===== config.mk =====
export PLATFORM = sky130hd
export DESIGN_NAME = fetch_unit
export DESIGN_NICKNAME = d
export VERILOG_FILES = /design/src/rtl/fetch_unit.sv
export SDC_FILE = /design/constraint.sdc
export NUM_CORES = 1
export LEC_CHECK = 0
export ABC_AREA = 1
export BUFFER_PORTS_ARGS = -buffer_cell sky130_fd_sc_hd__buf_2
export CAP_MARGIN = 0
export CORE_UTILIZATION = 61
export CTS_BUF_LIST = sky130_fd_sc_hd__clkbuf_8
export CTS_CLUSTER_SIZE = 30
export DETAILED_ROUTE_END_ITERATION = 7
export PLACE_DENSITY_LB_ADDON = 0.05
export SLEW_MARGIN = 30
export SYNTH_ARGS = -nofsm -noshare
export SYNTH_HDL_FRONTEND = slang
export SYNTH_SLANG_ARGS = --single-unit

===== constraint.sdc =====
create_clock -name clk -period 4 [get_ports clk]
set_input_delay 1 -clock clk [delete_from_list [all_inputs] [get_ports clk]]
set_output_delay 1 -clock clk [all_outputs]
set_load 0.01 [all_outputs]

===== src/rtl/fetch_unit.sv =====
// Instruction fetch stage: PC/request address registers, I-cache handshake FSM and IF/ID register.
// Optional one-entry skid buffer for responses that land during a stall: define FETCH_SKID_EN.
module fetch_unit #(
    parameter logic [31:0] RESET_PC = 32'h0000_0060
) (
    input  logic        clk,
    input  logic        rst_n,
    input  logic        stall_pc,
    input  logic        stall_if_id,
    input  logic        flush,
    input  logic [31:0] redirect_pc,
    input  logic        inst_mem_resp,
    input  logic [31:0] inst_mem_rdata,
    output logic        inst_mem_read,
    output logic [31:0] inst_mem_address,
    output logic [31:0] pc_if_id,
    output logic [31:0] instr_if_id,
    output logic        valid_if_id
);

    localparam logic [31:0] NOP = 32'h0000_0013;

    typedef enum logic [1:0] {
        IDLE,
        FETCH,
        DRAIN
`ifdef FETCH_SKID_EN
        , HOLD
`endif
    } state_e;

    state_e      state_q, state_d;
    logic [31:0] pc_q, pc_d;
    logic [31:0] req_addr_q, req_addr_d;
    logic [31:0] pc_if_id_q, pc_if_id_d;
    logic [31:0] instr_if_id_q, instr_if_id_d;
    logic        valid_if_id_q, valid_if_id_d;
    logic        load;
    logic [31:0] load_data;
    logic        stall_any;
`ifdef FETCH_SKID_EN
    logic [31:0] skid_q, skid_d;
`endif

    assign stall_any = stall_pc | stall_if_id;

    always_comb begin
        state_d    = state_q;
        pc_d       = pc_q;
        req_addr_d = req_addr_q;
        load       = 1'b0;
        load_data  = inst_mem_rdata;
`ifdef FETCH_SKID_EN
        skid_d     = skid_q;
`endif
        case (state_q)
            IDLE: begin
                state_d = FETCH;
                if (flush) begin
                    pc_d       = redirect_pc;
                    req_addr_d = redirect_pc;
                end
            end
            FETCH: begin
                if (flush) begin
                    pc_d = redirect_pc;
                    if (inst_mem_resp) req_addr_d = redirect_pc;
                    else               state_d    = DRAIN;
                end else if (inst_mem_resp) begin
                    if (!stall_any) begin
                        load       = 1'b1;
                        pc_d       = req_addr_q + 32'd4;
                        req_addr_d = req_addr_q + 32'd4;
                    end else begin
`ifdef FETCH_SKID_EN
                        skid_d  = inst_mem_rdata;
                        state_d = HOLD;
`endif
                    end
                end
            end
            DRAIN: begin
                // pc holds the pending redirect target while the old request drains
                if (flush) begin
                    pc_d = redirect_pc;
                    if (inst_mem_resp) begin
                        req_addr_d = redirect_pc;
                        state_d    = FETCH;
                    end
                end else if (inst_mem_resp) begin
                    req_addr_d = pc_q;
                    state_d    = FETCH;
                end
            end
`ifdef FETCH_SKID_EN
            HOLD: begin
                if (flush) begin
                    pc_d       = redirect_pc;
                    req_addr_d = redirect_pc;
                    skid_d     = '0;
                    state_d    = FETCH;
                end else if (!stall_any) begin
                    load       = 1'b1;
                    load_data  = skid_q;
                    pc_d       = req_addr_q + 32'd4;
                    req_addr_d = req_addr_q + 32'd4;
                    state_d    = FETCH;
                end
            end
`endif
            default: state_d = IDLE;
        endcase
    end

    always_comb begin
        pc_if_id_d    = pc_if_id_q;
        instr_if_id_d = instr_if_id_q;
        valid_if_id_d = valid_if_id_q;
        if (flush) begin
            valid_if_id_d = 1'b0;
        end else if (load) begin
            pc_if_id_d    = req_addr_q;
            instr_if_id_d = load_data;
            valid_if_id_d = 1'b1;
        end else if (!stall_if_id) begin
            valid_if_id_d = 1'b0;
        end
    end

    always_ff @(posedge clk or negedge rst_n) begin
        if (!rst_n) begin
            state_q       <= IDLE;
            pc_q          <= RESET_PC;
            req_addr_q    <= RESET_PC;
            pc_if_id_q    <= '0;
            instr_if_id_q <= NOP;
            valid_if_id_q <= 1'b0;
`ifdef FETCH_SKID_EN
            skid_q        <= '0;
`endif
        end else begin
            state_q       <= state_d;
            pc_q          <= pc_d;
            req_addr_q    <= req_addr_d;
            pc_if_id_q    <= pc_if_id_d;
            instr_if_id_q <= instr_if_id_d;
            valid_if_id_q <= valid_if_id_d;
`ifdef FETCH_SKID_EN
            skid_q        <= skid_d;
`endif
        end
    end

    assign inst_mem_read    = (state_q == FETCH) || (state_q == DRAIN);
    assign inst_mem_address = req_addr_q;
    assign pc_if_id         = pc_if_id_q;
    assign instr_if_id      = instr_if_id_q;
    assign valid_if_id      = valid_if_id_q;

endmodule


==> impl_results.md, run 1 <==
- Setup CP Type: reg -> out
- Post-Place Worst Slack: 1.02 ns
- Final antenna-violating net count: 0
- Leak: 4.51 nW
- R2R cell count: 11
- Failing checks: design-rule violations
- Final Worst Setup Slack: 1.14 ns
- H-Tree Depth: 4
- DR DRC count: 20
- I/O pin count: 168
- Ys Warns: 0
- Layout Cells excl Fill: 1253
- Critical Path RT: 3.00 ns
- Crit. End Element: primary output
- Setup_tns: 0 ns
- CTS clk-pin slew, worst paths: 0.07 ns
- Period utilization: 71.5%
- Total clock buffers created by CTS: 17
- Ys flop type: dfrtp_1
- Fin nets: 1173
- Slew @ Worst Pin: 1.03 ns
- RSZ-0062 raised after global routing: no
- Total number of vias: 6986
- Grt ovf: 0
- Share of layout cells above drive strength 1: 25.6%
- CTS resizes: 0
- CTS Root Cell: clkbuf_8
- Post-synthesis sequential area ratio: 44.7%
- CP Launch Type: flip-flop
- FMAX: 350 MHz
- Number of synthesized flops with an enable pin: 0
- Post-synthesis cell type count: 34
- Vias in the first global route: 6723
- CTS max path bufs: 2
- Top cell type by total area after synthesis: dfrtp_1
- VDD IR max: 0.694 mV
- Placer congestion estimate: 0.883
- First-pass DRT Iterations: 8
- Asr flop ratio synth: 100%
- Critical path arrival: 1.86 ns
- GRT Total Usage: 33.1%
- P&R area growth vs syn: 17.0%
- WHS Path Cells: 2
- Largest net degree at the start of global routing: 93
- Fin Clk Skew: 0.0132 ns
- Clock Sinks: 131
- Reported max-cap violation count: 0
- CTS tree: yes
- Top cells by area, synth: dfrtp_1 42%, nand2_1 14%, inv_1 5.4%
- ANT cells: 0
- Die Ht: 112 µm
- I/O Buffers: 167
- Mean Syn Cell Area: 7.75 µm²
- Inst Count DP: 1221
- Hold_sp: pc_if_id[7]
- Worst r2r src: state_q[0]
- Drt total wl: 19800 µm
- Final Hold Viols: 0
- Most common cell after layout, fill and taps aside: nand2_1
- First-pass GRT wire length: 32400 µm
- Standard-cell rows: 39
- Share of the synthesized area in the top cell type: 42.2%
- Die W: 112 µm
- Post-route minimum period: 2.86 ns
- Hold_buf cts: 0
- FF-to-FF setup slack: 1.16 ns
- WL per Instance: 15.8 µm
- Pins over their slew limit: 0
- #FFs+latches synth: 131
- Die Area: 12500 µm²
- Clock Latency Late Sink: 0.46 ns
- Fillers: 915
- Hold Crit Class: reg -> reg
- Status: finished, violations left
- Hold Path End: pc_if_id[7]
- Core area: 11600 µm²
- Slew HR: 30.8%
- Initial core utilization: 63.5%
- Setup violations, final: 0
- Dpl hpwl: 13300 µm
- Net Count, Synth: 1024
- Max FO, Critical Path: 12
- Via density: 5.58
- Postcts setup bufs: 0
- Starting DRT DRC Count: 740
- PD cells: 804 nW/µm²
- Reg-to-reg endpoint: inst_mem_address[29]
- Most frequent cells in the layout: 272 x nand2_1, 166 x buf_2, 124 x dfrtp_1
- Post-synthesis cell count: 948
- Syn Std Cell Area: 7350 µm²
- Initial antenna violation count: 0
-- power by group --
group / internal [W] / total, W / switching (W) / leakage [nW]
logic: 0.00122 / 0.00339 / 0.00217 / 2.66
registers: 0.00197 / 0.00239 / 0.000412 / 1.64
clock network: 0.000618 / 0.00114 / 0.000521 / 0.209
total: 0.00381 / 0.00692 / 0.00310 / 4.51
-- flip-flops by register name, summed over array words and instances, names as in the netlist --
signal / flops
instr_if_id: 32
state_q: 2
inst_mem_address: 32
valid_if_id: 1
pc_q: 32
pc_if_id: 32
-- critical path, stage by stage (launching register included) --
cell     delay, ns
dfrtp_1       0.44
inv_1         0.11
ha_1          0.63
buf_2         0.23
-- area by class of cell --
| cell class | count | area [µm²] | area share, % |
|---|---|---|---|
| well taps | 143 | 179 | 2.08 |
| flip-flops and latches | 131 | 3290 | 38.2 |
| clock inverters | 14 | 148 | 1.72 |
| clock buffers | 18 | 248 | 2.88 |
| multi-input cells | 659 | 3410 | 39.6 |
| repair buffers | 176 | 910 | 10.6 |
| inverters | 112 | 420 | 4.89 |
-- routing by layer --
layer  wire (µm)  up-vias  global-route usage [%]
met4         507        0                    13.8
met5           0        -                       0
met2        9110      378                    54.0
met3        1810       54                    5.88
met1        8380     3198                    43.6
li1            -     3356                       -
-- metrics by stage --
stage                     hold slack [ns]  utilization [%]  cell area (µm²)  power [W]
after floorplan                     0.449                -             7350    0.00468
after global placement              0.461             70.9             8200    0.00563
after detailed placement            0.468             70.9             8200    0.00574
after CTS                           0.486             74.3             8600    0.00689
after global routing                0.507             74.3             8600    0.00744
final                               0.482             74.3             8600    0.00692
-- worst max path at each step --
stage / startpoint / endpoint / slack [ns] / depth (start not counted)
2_1_floorplan: flush / pc_q[21] / 2.04 / 7
3_3_place_gp: flush / inst_mem_address[15] / 1.14 / 9
3_5_place_dp: flush / inst_mem_address[13] / 1.02 / 9
4_1_cts: state_q[0] / inst_mem_read / 1.13 / 3
5_1_grt: state_q[0] / inst_mem_address[29] / 0.95 / 11
6_report: state_q[0] / inst_mem_read / 1.14 / 3
-- cells by family (layout without fill, tap and decap cells) --
| family | count (synthesis) | count (layout) | share of synthesized area, % |
|---|---|---|---|
| flip-flops | 131 | 131 | 44.7 |
| multiplexers | 33 | 33 | 5.06 |
| AO/OA/AOI/OAI | 202 | 202 | 16.0 |
| adder cells (fa/ha/maj) | 6 | 6 | 1.02 |
| XOR/XNOR | 14 | 14 | 1.67 |
| buffers and inverters | 158 | 320 | 9.06 |
| AND/OR/NAND/NOR | 404 | 404 | 22.5 |
-- cell usage after synthesis (6+ instances only) --
library cell  instances
a21oi_1              44
a21oi_2              13
a22oi_1              13
buf_2                22
clkbuf_1             13
dfrtp_1             124
dfstp_2               7
ha_1                  6
inv_1               106
inv_2                 6
mux2_2               33
nand2_1             272
nand3_1              43
nor2_1               66
nor2_2                8
o21ai_0              76
o21ai_1              15
o22ai_1              28
xor2_1               14
(Power assumes the default switching activity.)
==> run 2, diff against run 1 <==
--- a/config.mk
+++ b/config.mk
@@ -8,7 +8,7 @@
 export ABC_AREA = 1
 export BUFFER_PORTS_ARGS = -buffer_cell sky130_fd_sc_hd__buf_2
 export CAP_MARGIN = 0
-export CORE_UTILIZATION = 61
+export CORE_UTILIZATION = 51
 export CTS_BUF_LIST = sky130_fd_sc_hd__clkbuf_8
 export CTS_CLUSTER_SIZE = 30
 export DETAILED_ROUTE_END_ITERATION = 7
==> constraint.sdc (replaced) <==
create_clock -name clk -period 2.6 [get_ports clk]
set_input_delay 0.65 -clock clk [delete_from_list [all_inputs] [get_ports clk]]
set_output_delay 0.65 -clock clk [all_outputs]
set_load 0.01 [all_outputs]
==> run 2 against run 1 <==
Net effect:
- the run now ends clean
- flip-flop and latch count is the same
- die area grew 19%
- clock power grew 55%
- via count shrank 1.5%
- clock skew shrank 0.0023 ns
- count of clock-buffer cells in the layout is the same
- critical path type is now reg -> reg
==> impl_results.md, run 2 (same netlist as run 1, synthesis figures left out) <==
- Status: finished, final reports clean
- Starting DRT DRC Count: 514 (-31%)
- Period utilization: 86.7%
- Via density: 5.28 (-5.2%)
- RSZ-0062 raised after global routing: no
- Pins over their slew limit: 0 (unchanged)
- Clock Latency Late Sink: 0.46 ns (about the same)
- Clock Sinks: 131 (unchanged)
- Die W: 122 µm (+9.2%)
- DR DRC count: 0 (-100%)
- Total power: 0.0108 W (+57%)
- Leak: 4.59 nW (+1.7%)
- Dpl hpwl: 14100 µm (+5.7%)
- Post-route minimum period: 2.25 ns
- CTS resizes: 0 (unchanged)
- Hold_buf cts: 0 (unchanged)
- Grt ovf: 0 (unchanged)
- Total clock buffers created by CTS: 17 (unchanged)
- PD cells: 1230 nW/µm² (+53%)
- Die Ht: 122 µm (+9.2%)
- Post-Place Worst Slack: 0.267 ns (-0.753 ns)
- Fin nets: 1185 (+1.0%)
- Largest net degree at the start of global routing: 72 (-23%)
- CTS clk-pin slew, worst paths: 0.07 ns (about the same)
- Final Worst Setup Slack: 0.346 ns (-0.794 ns)
- H-Tree Depth: 4 (unchanged)
- Worst r2r src: state_q[0]
- Most frequent cells in the layout: 272 x nand2_1, 166 x buf_2, 124 x dfrtp_1
- Worst Hold Slack: 0.148 ns (-0.334 ns)
- Vias in the first global route: 6270 (-6.7%)
- Critical Path RT: 2.99 ns (about the same)
- End of the critical path: inst_mem_address[27]
- CTS Root Cell: clkbuf_8
- Die Area: 14900 µm² (+19%)
- Reported max-cap violation count: 0 (unchanged)
- FMAX: 444 MHz
- CP Launch Point: state_q[0]
- Final antenna-violating net count: 0 (unchanged)
- CTS max path bufs: 2 (unchanged)
- Initial core utilization: 52.5% (-11 points)
- Setup CP Type: reg -> reg
- Standard-cell rows: 43 (+10%)
- I/O pin count: 168 (unchanged)
- Most common cell after layout, fill and taps aside: nand2_1
- First-pass DRT Iterations: 5 (-3)
- GRT Total Usage: 28.3% (-4.7 points)
- Drt total wl: 20300 µm (+2.4%)
- CTS tree: yes
- P&R area growth vs syn: 19.6%
- VDD IR max: 1.02 mV (+47%)
- Placer congestion estimate: 0.916 (+3.7%)
- ANT cells: 0 (unchanged)
- Fin Clk Skew: 0.0109 ns (-0.00232 ns)
- Postcts setup bufs: 0 (unchanged)
- WL per Instance: 15.6 µm (-1.5%)
- Slew HR: 49.7% (+19 points)
- Max FO, Critical Path: 22 (+10)
- Hold Crit Class: in -> async
- Slew @ Worst Pin: 0.754 ns (-0.280 ns)
- Final Hold Viols: 0 (unchanged)
- FF-to-FF setup slack: 0.35 ns (-0.81 ns)
- Crit. End Element: flip-flop
- Setup_tns: 0 ns (unchanged)
- Setup violations, final: 0 (unchanged)
- CP Launch Type: flip-flop
- Reg-to-reg endpoint: inst_mem_address[27]
- Critical path arrival: 2.65 ns (+0.79 ns)
- Total number of vias: 6881 (-1.5%)
- I/O Buffers: 167 (unchanged)
- Share of layout cells above drive strength 1: 26.4% (+0.80 points)
- First-pass GRT wire length: 32200 µm (-0.51%)
- Core area: 14000 µm² (+21%)
- R2R cell count: 12 (+1)
- Initial antenna violation count: 0 (unchanged)
-- run 2: cell types whose count changed in the layout (fill, tap and decap cells not counted), sizes merged --
cell / before / now
buf: 176 / 188
-- run 2: power breakdown --
group / switching (W) / internal, W
registers: 0.000624 / 0.00304
logic: 0.00338 / 0.00202
clock network: 0.000818 / 0.000953
-- run 2: worst min-delay path by stage --
stage | from | to | slack, ns | cells after the start
3_3_place_gp | pc_if_id[11] | pc_if_id[11] | 0.46 | 2
3_5_place_dp | pc_if_id[17] | pc_if_id[17] | 0.47 | 2
6_report | rst_n | instr_if_id[17] | 0.15 | 1
4_1_cts | rst_n | instr_if_id[24] | 0.15 | 1
5_1_grt | rst_n | instr_if_id[19] | 0.18 | 1
2_1_floorplan | rst_n | inst_mem_address[0] | 0.35 | 0
-- run 2: layout make-up --
| cell class | instances | area, µm² |
|---|---|---|
| multi-input cells | 659 | 3410 |
| repair buffers | 188 | 1050 |
| well taps | 180 | 225 |
| clock inverters | 14 | 151 |
| flip-flops and latches | 131 | 3290 |
| fillers | 1278 | 5200 |
| inverters | 112 | 420 |
| clock buffers | 18 | 248 |
-- run 2: critical path, cell delays in order, from the launching register on --
cell and delay [ns]:
dfrtp_1 0.44, inv_1 0.11, ha_1 0.23, inv_2 0.07, nor2_1 0.07, o21ai_4 0.15
nand2_2 0.07, nor2_2 0.41, inv_2 0.11, buf_4 0.25, a21oi_2 0.15, nand2_1 0.07
nand2_1 0.06
-- run 2: metrics by stage --
step                      util, %  cells  instance area (µm²)
final                        62.8   1302                 8790
after global routing         62.8   1302                 8790
after CTS                    62.8   1302                 8790
after detailed placement     60.0   1270                 8390
after global placement       60.0   1270                 8390
after floorplan                 -    948                 7350
-- run 2: per-layer routing --
layer	global-route usage, %	routed length [µm]	up-vias	part of all wire [%]
met3	5.34	1680	29	8.3
li1	-	-	3382	-
met2	44.8	9010	314	44
met4	9.03	339	0	1.7
met1	39.1	9240	3156	46
met5	0	0	-	0
